$ cat src/rtl/mean_replay_unit.sv
// Captures one block of samples, computes the truncated block mean, then replays
// the stored samples framed with a start strobe while the mean is held stable.
module mean_replay_unit #(
  parameter int DATA_WIDTH    = 8,
  parameter int TOTAL_SAMPLES = 16
) (
  input  logic                  clk,
  input  logic                  rst,
  input  logic [DATA_WIDTH-1:0] data_in,
  input  logic                  start_data_in,
  output logic [DATA_WIDTH-1:0] data_out,
  output logic                  start_data_out,
  output logic                  data_valid_out,
  output logic [DATA_WIDTH-1:0] mean_out,
  output logic                  mean_valid,
  output logic                  busy,
  output logic                  overrun
);

  localparam int CNT_W = $clog2(TOTAL_SAMPLES);
  localparam int ACC_W = DATA_WIDTH + CNT_W;
  localparam logic [CNT_W-1:0] LAST_IDX = CNT_W'(TOTAL_SAMPLES - 1);

  typedef enum logic [1:0] {IDLE, COLLECT, DIVIDE, REPLAY} state_t;

  // Power-of-two block length turns the mean into a plain truncating shift.
  function automatic logic [DATA_WIDTH-1:0] trunc_mean(input logic [ACC_W-1:0] a);
    return a[ACC_W-1:CNT_W];
  endfunction

  state_t                  state_q, state_d;
  logic [CNT_W-1:0]        idx_q, idx_d;
  logic [ACC_W-1:0]        acc_q, acc_d;
  logic [DATA_WIDTH-1:0]   data_out_q, data_out_d;
  logic                    start_out_q, start_out_d;
  logic                    dvalid_q, dvalid_d;
  logic [DATA_WIDTH-1:0]   mean_q, mean_d;
  logic                    mean_valid_q, mean_valid_d;
  logic                    overrun_q, overrun_d;
  logic                    wr_en;
  logic [CNT_W-1:0]        wr_addr;
  logic [DATA_WIDTH-1:0]   buf_q [TOTAL_SAMPLES];

  always_comb begin
    state_d      = state_q;
    idx_d        = idx_q;
    acc_d        = acc_q;
    mean_d       = mean_q;
    mean_valid_d = 1'b0;
    data_out_d   = '0;
    start_out_d  = 1'b0;
    dvalid_d     = 1'b0;
    overrun_d    = start_data_in && (state_q != IDLE);
    wr_en        = 1'b0;
    wr_addr      = idx_q;
    case (state_q)
      IDLE: begin
        if (start_data_in) begin
          wr_en   = 1'b1;
          wr_addr = '0;
          acc_d   = {{CNT_W{1'b0}}, data_in};
          idx_d   = CNT_W'(1);
          state_d = COLLECT;
        end
      end
      COLLECT: begin
        wr_en = 1'b1;
        acc_d = acc_q + {{CNT_W{1'b0}}, data_in};
        idx_d = idx_q + 1'b1;
        if (idx_q == LAST_IDX) state_d = DIVIDE;
      end
      DIVIDE: begin
        mean_d       = trunc_mean(acc_q);
        mean_valid_d = 1'b1;
        idx_d        = '0;
        state_d      = REPLAY;
      end
      REPLAY: begin
        data_out_d  = buf_q[idx_q];
        dvalid_d    = 1'b1;
        start_out_d = (idx_q == '0);
        idx_d       = idx_q + 1'b1;
        if (idx_q == LAST_IDX) state_d = IDLE;
      end
      default: state_d = IDLE;
    endcase
  end

  always_ff @(posedge clk) begin
    if (rst) begin
      state_q      <= IDLE;
      idx_q        <= '0;
      acc_q        <= '0;
      data_out_q   <= '0;
      start_out_q  <= 1'b0;
      dvalid_q     <= 1'b0;
      mean_q       <= '0;
      mean_valid_q <= 1'b0;
      overrun_q    <= 1'b0;
    end else begin
      state_q      <= state_d;
      idx_q        <= idx_d;
      acc_q        <= acc_d;
      data_out_q   <= data_out_d;
      start_out_q  <= start_out_d;
      dvalid_q     <= dvalid_d;
      mean_q       <= mean_d;
      mean_valid_q <= mean_valid_d;
      overrun_q    <= overrun_d;
    end
  end

  // Sample storage carries no reset; stale contents are never replayed.
  always_ff @(posedge clk) begin
    if (wr_en) buf_q[wr_addr] <= data_in;
  end

  assign data_out       = data_out_q;
  assign start_data_out = start_out_q;
  assign data_valid_out = dvalid_q;
  assign mean_out       = mean_q;
  assign mean_valid     = mean_valid_q;
  assign busy           = (state_q != IDLE);
  assign overrun        = overrun_q;

endmodule

$ cat config.mk
export PLATFORM = sky130hd
export DESIGN_NAME = mean_replay_unit
export DESIGN_NICKNAME = d
export VERILOG_FILES = /design/src/rtl/mean_replay_unit.sv
export SDC_FILE = /design/constraint.sdc
export NUM_CORES = 1
export LEC_CHECK = 0
export CAP_MARGIN = 20
export CORE_MARGIN = 2
export CORE_UTILIZATION = 60
export CTS_CLUSTER_DIAMETER = 40
export DETAILED_ROUTE_END_ITERATION = 7
export PLACE_DENSITY = 0.79
export SYNTH_ARGS = -nofsm -noshare
export SYNTH_HDL_FRONTEND = slang
export SYNTH_SLANG_ARGS = --single-unit
$ cat constraint.sdc
create_clock -name clk -period 2.7 [get_ports clk]
set_clock_uncertainty 0.1 [all_clocks]
set_input_delay 0.54 -clock clk [delete_from_list [all_inputs] [get_ports clk]]
set_output_delay 0.54 -clock clk [all_outputs]
set_load 0.05 [all_outputs]
# Yosys cells after proc, flatten, opt, wreduce, memory -nomap -nowiden
# Memory sizes are Yosys's and may differ from the RTL's. A register that Yosys moved wholly into a read port is not among the register bits.
# Index checks and enable logic that the tools add are counted.
[op_classes] order_cmp=0 n_mux=16 add_sub_neg=2 bitwise=1 div=0 shift=0 mul=0 n_eq_ne=7 reduce_logical=9
[ops] cell="12-bit case mux with 2 select lines" count=1
[ops] cell="12-bit by 8-bit adder with 12-bit output" count=1
[ops] cell="12-bit two-way mux" count=1
[ops] cell="4-bit two-way mux" count=3
[ops] cell="4-bit case mux with 3 select lines" count=1
[ops] cell="2-bit case mux with 4 select lines" count=1
[ops] cell="2-bit two-way mux" count=3
[ops] cell="2-bit inequality test (second input constant)" count=3
[ops] cell="1-bit two-way mux" count=5
[ops] cell="4-bit by 1-bit adder with 4-bit output (second input constant)" count=1
[ops] cell="2-bit equality test (second input constant)" count=2
[ops] cell="4-bit equality test (second input constant)" count=1
[ops] cell="4-bit logical NOT" count=1
[ops] cell="2-bit nonzero test" count=2
[ops] cell="2-bit OR reduction" count=2
[ops] cell="3-bit AND reduction" count=1
[ops] cell="2-bit by 1-bit equality test with 1-bit output (second input constant)" count=1
[ops] cell="2-bit logical NOT" count=1
[ops] cell="1-bit case mux with 2 select lines" count=1
[ops] cell="2-bit AND reduction" count=1
[ops] cell="1-bit logical AND" count=1
[ops] cell="1-bit NOT" count=1
[word_totals] n_memories=1 inputBits=11 ff_bits=30 mem_bits_ro=0 latch_bits=0 ramBits=128
[mem_list] name="buf_q" depth=16 word_bits=8 rd=1 rd_ports_with_merged_regs=1 wr=1 line="42" text="logic [DATA_WIDTH-1:0] buf_q [TOTAL_SAMPLES];"

# Longest topological paths before layout
[logic_depth] depth_word=4 ltp_mapped=8 depth_no_buf=8

# Least setup slack after synthesis
# Ideal clock, no wire load.
[synth_path] path_kind="register -> register" startpoint="register state_q[1]" endpoint="memory buf_q[0][0], enable pin" synth_period_minus_slack_ps=2275 stages_incl_launch_ff=6 setup_ps=387 path_slack_ps=425 n_path_buf=1 t_arrival_ps=1788 path_cell_list="dfxtp_1 inv_1 ha_1 clkbuf_1 nand2_1 o31ai_1"
[synth_between] elab_chain_cells=4 elab_cells_between_ends=6 cone_classes="eq/ne (1); mux (4); reduce/logical (1)"
[synth_lines] item="from (decl)" line="31" text="state_t state_q, state_d;"
[synth_lines] item="from (signal assigned)" line="101" text="state_q <= state_d;"
[synth_lines] item="2-bit by 1-bit equality test with 1-bit output or 2-bit logical NOT (tied branches)" line="56" text="case (state_q)"
[synth_lines] item="1-bit case mux with 2 select lines" line="56"
[synth_lines] item="1-bit two-way mux" line="115" text="if (wr_en) buf_q[wr_addr] <= data_in;"
[synth_lines] item="1-bit two-way mux (not written as such)" line="115"
[synth_lines] item="to (decl)" line="42"
# Several ways; a longest one is shown, not always the timed one.

# Worst setup path in the final report
[layout_path] startpoint="input data_in[0]" endpoint="register acc_q[10]"
[layout_between] elab_chain_cells=2
[layout_lines] item="from (decl)" line="9" text="input logic [DATA_WIDTH-1:0] data_in,"
[layout_lines] item="12-bit by 8-bit adder with 12-bit output" line="68" text="acc_d = acc_q + {{CNT_W{1'b0}}, data_in};"
[layout_lines] item="12-bit case mux with 2 select lines" line="56"
[layout_lines] item="to (signal assigned)" line="93" text="acc_q <= '0;"
[layout_lines] item="to (signal assigned)" line="103" text="acc_q <= acc_d;"
[layout_lines] item="to (decl)" line="33" text="logic [ACC_W-1:0] acc_q, acc_d;"
# Every way passes these cells.
# A chain may end at the register's enable or synchronous reset.

==> flow_summary.yaml <==
cts:
  cts_resized: 0
  cts_num_sinks: 166
  cts_max_level: 4
  post-cts-setup-buffer-count: 0
  cts_tree: "done"
  clk_path_buf_depth: 2
  cts_hold_buf: 0
  buffer_type_at_the_clock_tree_root: "sky130_fd_sc_hd__clkbuf_16"
  numCtsBuffers: 17
  clkSlewWorstSetupHoldPaths_ns: 0.06
  clock_latency_ns: 0.42
sta:
  final-setup-viol-count: 0
  hold_viol: 0
  fin_crit_sh_pct: 89.1
  period_minus_slack_ns: 2.41
  slew_violations: 0
  max-slew-margin-rel_pct: 55.2
  tightest_slew_ns: 0.671
  max_freq_mhz: 416
  unrepaired_setup_endpoints_after_global_routing: "false"
synth:
  synth.top_cell.area_share_pct: 55.5
  synthArstFlopShare_pct: 0
  avg_inst_size_synth_um2: 14.3
  yosysTopAreaCell: "sky130_fd_sc_hd__edfxtp_1"
  synth_seq_area_share_pct: 66.5
  synth_flop_cell: "sky130_fd_sc_hd__edfxtp_1"
  synth_seq_cells: 166
  synthMostInstantiatedCell: "sky130_fd_sc_hd__edfxtp_1"
  syn-num-nets: 509
  netlist-cell-type-count: 49
  synth.cells.most_frequent: "sky130_fd_sc_hd__edfxtp_1 (128), sky130_fd_sc_hd__nor2_1 (41), sky130_fd_sc_hd__dfxtp_1 (38)"
  synth.cell_area_um2: 6930
  count_of_yosys_warnings_during_synthesis: 0
  synthesis.instances: 483
  post_synth_edffs: 128
  top_post_synthesis_cells_by_area: "sky130_fd_sc_hd__edfxtp_1 (55%), sky130_fd_sc_hd__dfxtp_1 (11%), sky130_fd_sc_hd__mux4_2 (5.2%)"
finish:
  final-seq-area_um2: 4610
  fin_area_um2: 8200
  final_core_utilization_pct: 72.4
  instances_no_fill: 704
  layout-drive-gt1-share_pct: 18.8
  number_of_nets_at_the_end_of_the_flow: 573
  area_growth_pct: 18.4
  multiInputGateArea_um2: 2150
  num-fill-cells: 734
global_route:
  largest_net_degree_at_the_start_of_global_routing: 27
  first_pass_grt_wire_length_um: 23100
  gr-usage-met1_pct: 31.7
  grt_most_used_layer: "met2"
  grt_antenna_before_repair: 1
  grt_util_met3_pct: 5.61
  total_congestion_overflow_after_global_routing: 0
  number_of_global_route_vias_before_repair: 4316
  grt.met2_usage_pct: 41.6
  track_usage_pct: 24.9
placement:
  detailed_place.area_um2: 7580
  placedCellCount: 671
  gp_congestion: 0.887
  hpwl_um: 9550
  placement.io_buffers: 31
detailed_routing:
  detail_route.iter0.violations: 481
  final_wirelength_um: 14700
  post_drt_wl_per_cell_um: 20.9
  vias: 4367
  residual_drc: 0
  drt_pre_antenna_iters: 4
  antenna_left: 0
  average_via_count_per_standard_cell: 6.20
worst_hold_path:
  hold_path_class: "register to register"
pwr:
  internal_power_mw: 5.30
  power.leakage_nw: 2.76
  vdd.ir_drop.worst_mv: 0.501
  power.sequential.fraction_pct: 40.0
  power.density_nw_per_um2: 927
  finalPower_mw: 7.60
  switching_power_mw: 2.30
  portion_of_total_power_attributed_to_combinational_logic_pct: 27.5
  clockPowerShare_pct: 32.5
  swShare_pct: 30.2
setup_path:
  critical_path.most_common_cell: "sky130_fd_sc_hd__a21oi_1"
  timing.setup.critical_path_class: "input port to register"
  end_kind: "register"
  timing.critical_path.arrival_ns: 2.66
  critPathLaunchType: "input port"
  cp_slowest_stage_delay_ns: 0.49
  critPathSlowestCell: "sky130_fd_sc_hd__clkdlybuf4s50_1"
  worst-endpoint-required_ns: 2.95
  path_cells: "clkdlybuf4s50_1 > ha_1 > inv_1 > fa_1 > nand2b_1 > a21oi_1 > nor4b_2 > or3_1 > a21oi_1"
  worstPathMaxFanout: 4
job:
  maxCapViolations: 0
die:
  effective_utilization_at_floorplan_pct: 61.2
  die_footprint_um2: 12400
  pin_count: 32
  floorplan.core_area_um2: 11300
  die_w_um: 111
  die_h_um: 111
  fp-row-count: 39
status:
  status: "completed"
## sequential cells by signal, indices dropped and copies added (netlist names)
name / count
mean_valid: 1
idx_q: 4
data_valid_out: 1
mean_out: 8
state_q: 2
data_out: 8
buf_q: 128
start_data_out: 1
overrun: 1
acc_q: 12
## layout by cell type (no fill, tap or decap), types with 14 or more instances in the layout
cell / netlist / routed
sky130_fd_sc_hd__mux4_2: 16 / 16
sky130_fd_sc_hd__clkbuf_16: 0 / 17
sky130_fd_sc_hd__edfxtp_1: 128 / 128
sky130_fd_sc_hd__mux2i_1: 28 / 28
sky130_fd_sc_hd__a21oi_1: 18 / 18
sky130_fd_sc_hd__nor2_1: 41 / 41
sky130_fd_sc_hd__a211oi_1: 14 / 14
sky130_fd_sc_hd__clkdlybuf4s50_1: 0 / 30
sky130_fd_sc_hd__buf_4: 3 / 37
sky130_fd_sc_hd__o21ai_0: 26 / 26
sky130_fd_sc_hd__ha_1: 14 / 14
sky130_fd_sc_hd__dfxtp_1: 38 / 37
sky130_fd_sc_hd__mux2_2: 14 / 14
sky130_fd_sc_hd__nand2_1: 28 / 28
## routing by layer
layer,up-vias,share of wire (%)
li1,1979,-
met1,2187,40
met2,165,51
met3,36,5.9
met4,0,3.4
met5,-,0
## path summary, 6_finish.rpt
check              from        end  slack (ns)  cells after the start
max reg2reg  state_q[0]  acc_q[10]        0.49                      7
min reg2reg    acc_q[1]   acc_q[1]        0.38                      2
max          data_in[0]  acc_q[10]        0.29                      9
min            acc_q[1]   acc_q[1]        0.38                      2
## power by group through the flow
stage	logic (mW)	clock network, mW	registers, mW
detailed placement	2.05	0	3.09
CTS	2.08	2.49	3.04
global route	2.30	2.59	3.06
finish	2.09	2.47	3.04
floorplan	1.51	0	3.09
global placement	2.00	0	3.08
## worst max-delay path, delay by kind of cell
| kind | cells | cell delay [ns] |
|---|---|---|
| and+or+nand+nor | 3 | 0.63 |
| AOI/OAI and AO/OA | 2 | 0.39 |
| buffers and inverters | 2 | 0.55 |
| adders and majority gates | 2 | 0.56 |
## metrics by stage
step / TNS, ns / hold WS [ns] / setup slack, ns
floorplan: 0 / 0.349 / 0.425
global placement: -0.119 / 0.360 / -0.0601
detailed placement: -0.270 / 0.375 / -0.113
CTS: 0 / 0.384 / 0.0334
global route: 0 / 0.401 / 0.172
finish: 0 / 0.384 / 0.294
## final cells by class
cell class | count | share of cell area (%)
well taps | 143 | 2.18
flip-flops and latches | 166 | 56.2
diodes | 1 | 0.0305
inverters | 11 | 0.504
repair buffers | 69 | 7.45
clock buffers | 19 | 5.40
multi-input cells | 282 | 26.2
clock inverters | 13 | 2.06
## cells by family after synthesis
group,Yosys count,synth area share [%]
simple gates,114,7.84
compound gates,89,8.09
mux,58,11.5
xor+xnor,6,0.759
buf+inv,35,2.51
flops,166,66.5
fa+ha+maj,15,2.82
(Power assumes the default switching activity.)
==> edit (same flow settings) <==
Remove the register `dvalid_q`: a continuous assignment takes its place, so the output `data_valid_out` follows one clock earlier.
--- a/src/rtl/mean_replay_unit.sv
+++ b/src/rtl/mean_replay_unit.sv
@@ -93,7 +93,6 @@
       acc_q        <= '0;
       data_out_q   <= '0;
       start_out_q  <= 1'b0;
-      dvalid_q     <= 1'b0;
       mean_q       <= '0;
       mean_valid_q <= 1'b0;
       overrun_q    <= 1'b0;
@@ -103,12 +102,13 @@
       acc_q        <= acc_d;
       data_out_q   <= data_out_d;
       start_out_q  <= start_out_d;
-      dvalid_q     <= dvalid_d;
       mean_q       <= mean_d;
       mean_valid_q <= mean_valid_d;
       overrun_q    <= overrun_d;
     end
   end
+
+  assign dvalid_q = dvalid_d;
 
   // Sample storage carries no reset; stale contents are never replayed.
   always_ff @(posedge clk) begin
Function: same outputs for any inputs over 10 cycles, from zero or initial values and one cycle with rst high; that may be too few to reach the edited logic, so the function may still have changed.
==> edit against the unedited design <==
- area after synthesis fell by 0.22%
- final area rose by 0.20%
- worst setup slack got worse by 0.17 ns
- synthesized cell count fell by 0.41%
- sequential cell count fell by 1
- global-route usage barely moved
- total power rose by 2.1%
- register-to-register slack got worse by 0.03 ns
- fmax fell by 6.5%
- wire length fell by 1.8%
- largest cell class unchanged
==> edit: results (changes against the unedited design) <==
Global route
  • Tot GR Track Use: 0.248 (was 0.249)
  • Met1 usage: 0.331 (was 0.317)
  • Pin count of the biggest net entering global routing: 67 (was 27)
  • Vias in the first global route: 4,368 (was 4,316)
  • Grt met3 use: 0.0550 (was 0.0561)
  • First-pass GRT wire length: 23,200 um (was 23,100 um)

Power
  • P_sw: 2.33 mW (was 2.30 mW)
  • Maximum vdd drop: 0.481 mV (was 0.501 mV)

Logic synthesis
  • Mean Syn Cell Area: 14.4 um^2 (was 14.3 um^2)
  • Top post-synthesis cells by area: edfxtp_1, dfxtp_1, mux4_2 (unchanged)
  • Top cells by count, synth: edfxtp_1, nor2_1, dfxtp_1 (unchanged)

Routing
  • Routed wire length: 14,500 um (was 14,700 um)
  • WL/cell: 20.7 um (was 20.9 um)

Worst setup path
  • Arrival time worst endpoint: 1.93 ns (was 2.66 ns)
  • Start of the worst register-to-register path: state_q[1] (was state_q[0])
  • Register-to-register setup slack: 0.46 ns (was 0.49 ns)
  • Worst Path Max Fanout: 5 (was 4)

Final layout
  • Antenna cells: 0 (was 1)
  • # fillers: 725 (was 734)
  • Share of cells above drive strength 1: 0.191 (was 0.188)

Placed design
  • Placed cell count: 667 (was 671)
  • Pre-CTS setup slack: -0.0729 ns (was -0.113 ns)
  • Final HPWL DP: 8930 um (was 9550 um)
  • GP Congestion: 0.853 (was 0.887)

Min path
  • Worst Hold Path EP: acc_q[7] (was acc_q[1])

Status
  • Status: finished clean (unchanged)

STA
  • Worst slew margin: 0.532 (was 0.552)
edit: cell types whose count changed in the layout (fill, tap and decap cells not counted), moves of 2 or more:
cell       change
bufinv_16      +2
clkinv_4       +2
buf_4          -2
clkinv_2       -2
edit: worst max-delay path by stage:
stage	slack (ns)	cells past startpoint	endpoint	start
5_1_grt	0.07	2	data_valid_out	state_q[1]
4_1_cts	0.01	4	busy	state_q[0]
6_report	0.13	2	data_valid_out	state_q[1]
3_5_place_dp	-0.07	9	acc_q[8]	data_in[0]
2_1_floorplan	0.43	5	buf_q[0][0]	state_q[1]
3_3_place_gp	-0.05	9	acc_q[10]	data_in[0]
edit: metrics by stage:
step	TNS (ns)	power [mW]	utilization	instance area (um^2)	hold slack, ns
finish	0	7.77	0.726	8220	0.388
floorplan	0	4.60	-	6910	0.349
global placement	-0.106	5.04	0.667	7550	0.361
detailed placement	-0.136	5.10	0.667	7550	0.376
global route	0	8.12	0.726	8220	0.404
CTS	0	7.80	0.726	8210	0.384
edit: routing by layer:
layer / routed length (um) / up-vias
met5: 0 / -
met4: 296 / 0
met3: 953 / 30
met2: 7250 / 160
met1: 5970 / 2148
li1: - / 1974
edit: power groups by stage:
stage	logic, mW	clock network, mW	registers [mW]
final	2.10	2.68	2.99
after global routing	2.29	2.82	3.00
after CTS	2.10	2.71	2.99
after detailed placement	2.06	0	3.04
after global placement	2.02	0	3.03
after floorplan	1.52	0	3.07
edit: cell families after synthesis:
kind of cell / synth area share
and+or+nand+nor: 0.0789
DFF: 0.663
xor gates and xnor gates: 0.00760
adders and majority gates: 0.0282
AOI/OAI and AO/OA: 0.0811
buffers and inverters: 0.0255
muxes: 0.115
edit: layout make-up:
cell class,instances,area share
clock inverter,15,0.0289
tap,143,0.0218
clock buffer,17,0.0518
multi-input combinational,281,0.262
inverter,11,0.00503
sequential,165,0.558
timing repair buffer,67,0.0725
edit: worst reg2reg max path, stage by stage, from the launching register on:
cell and delay, ns:
dfxtp_1 0.40, inv_1 0.09, ha_1 0.21, buf_4 0.17, o21ai_2 0.55, nand4_1 0.19
or3_1 0.34, a21oi_1 0.14
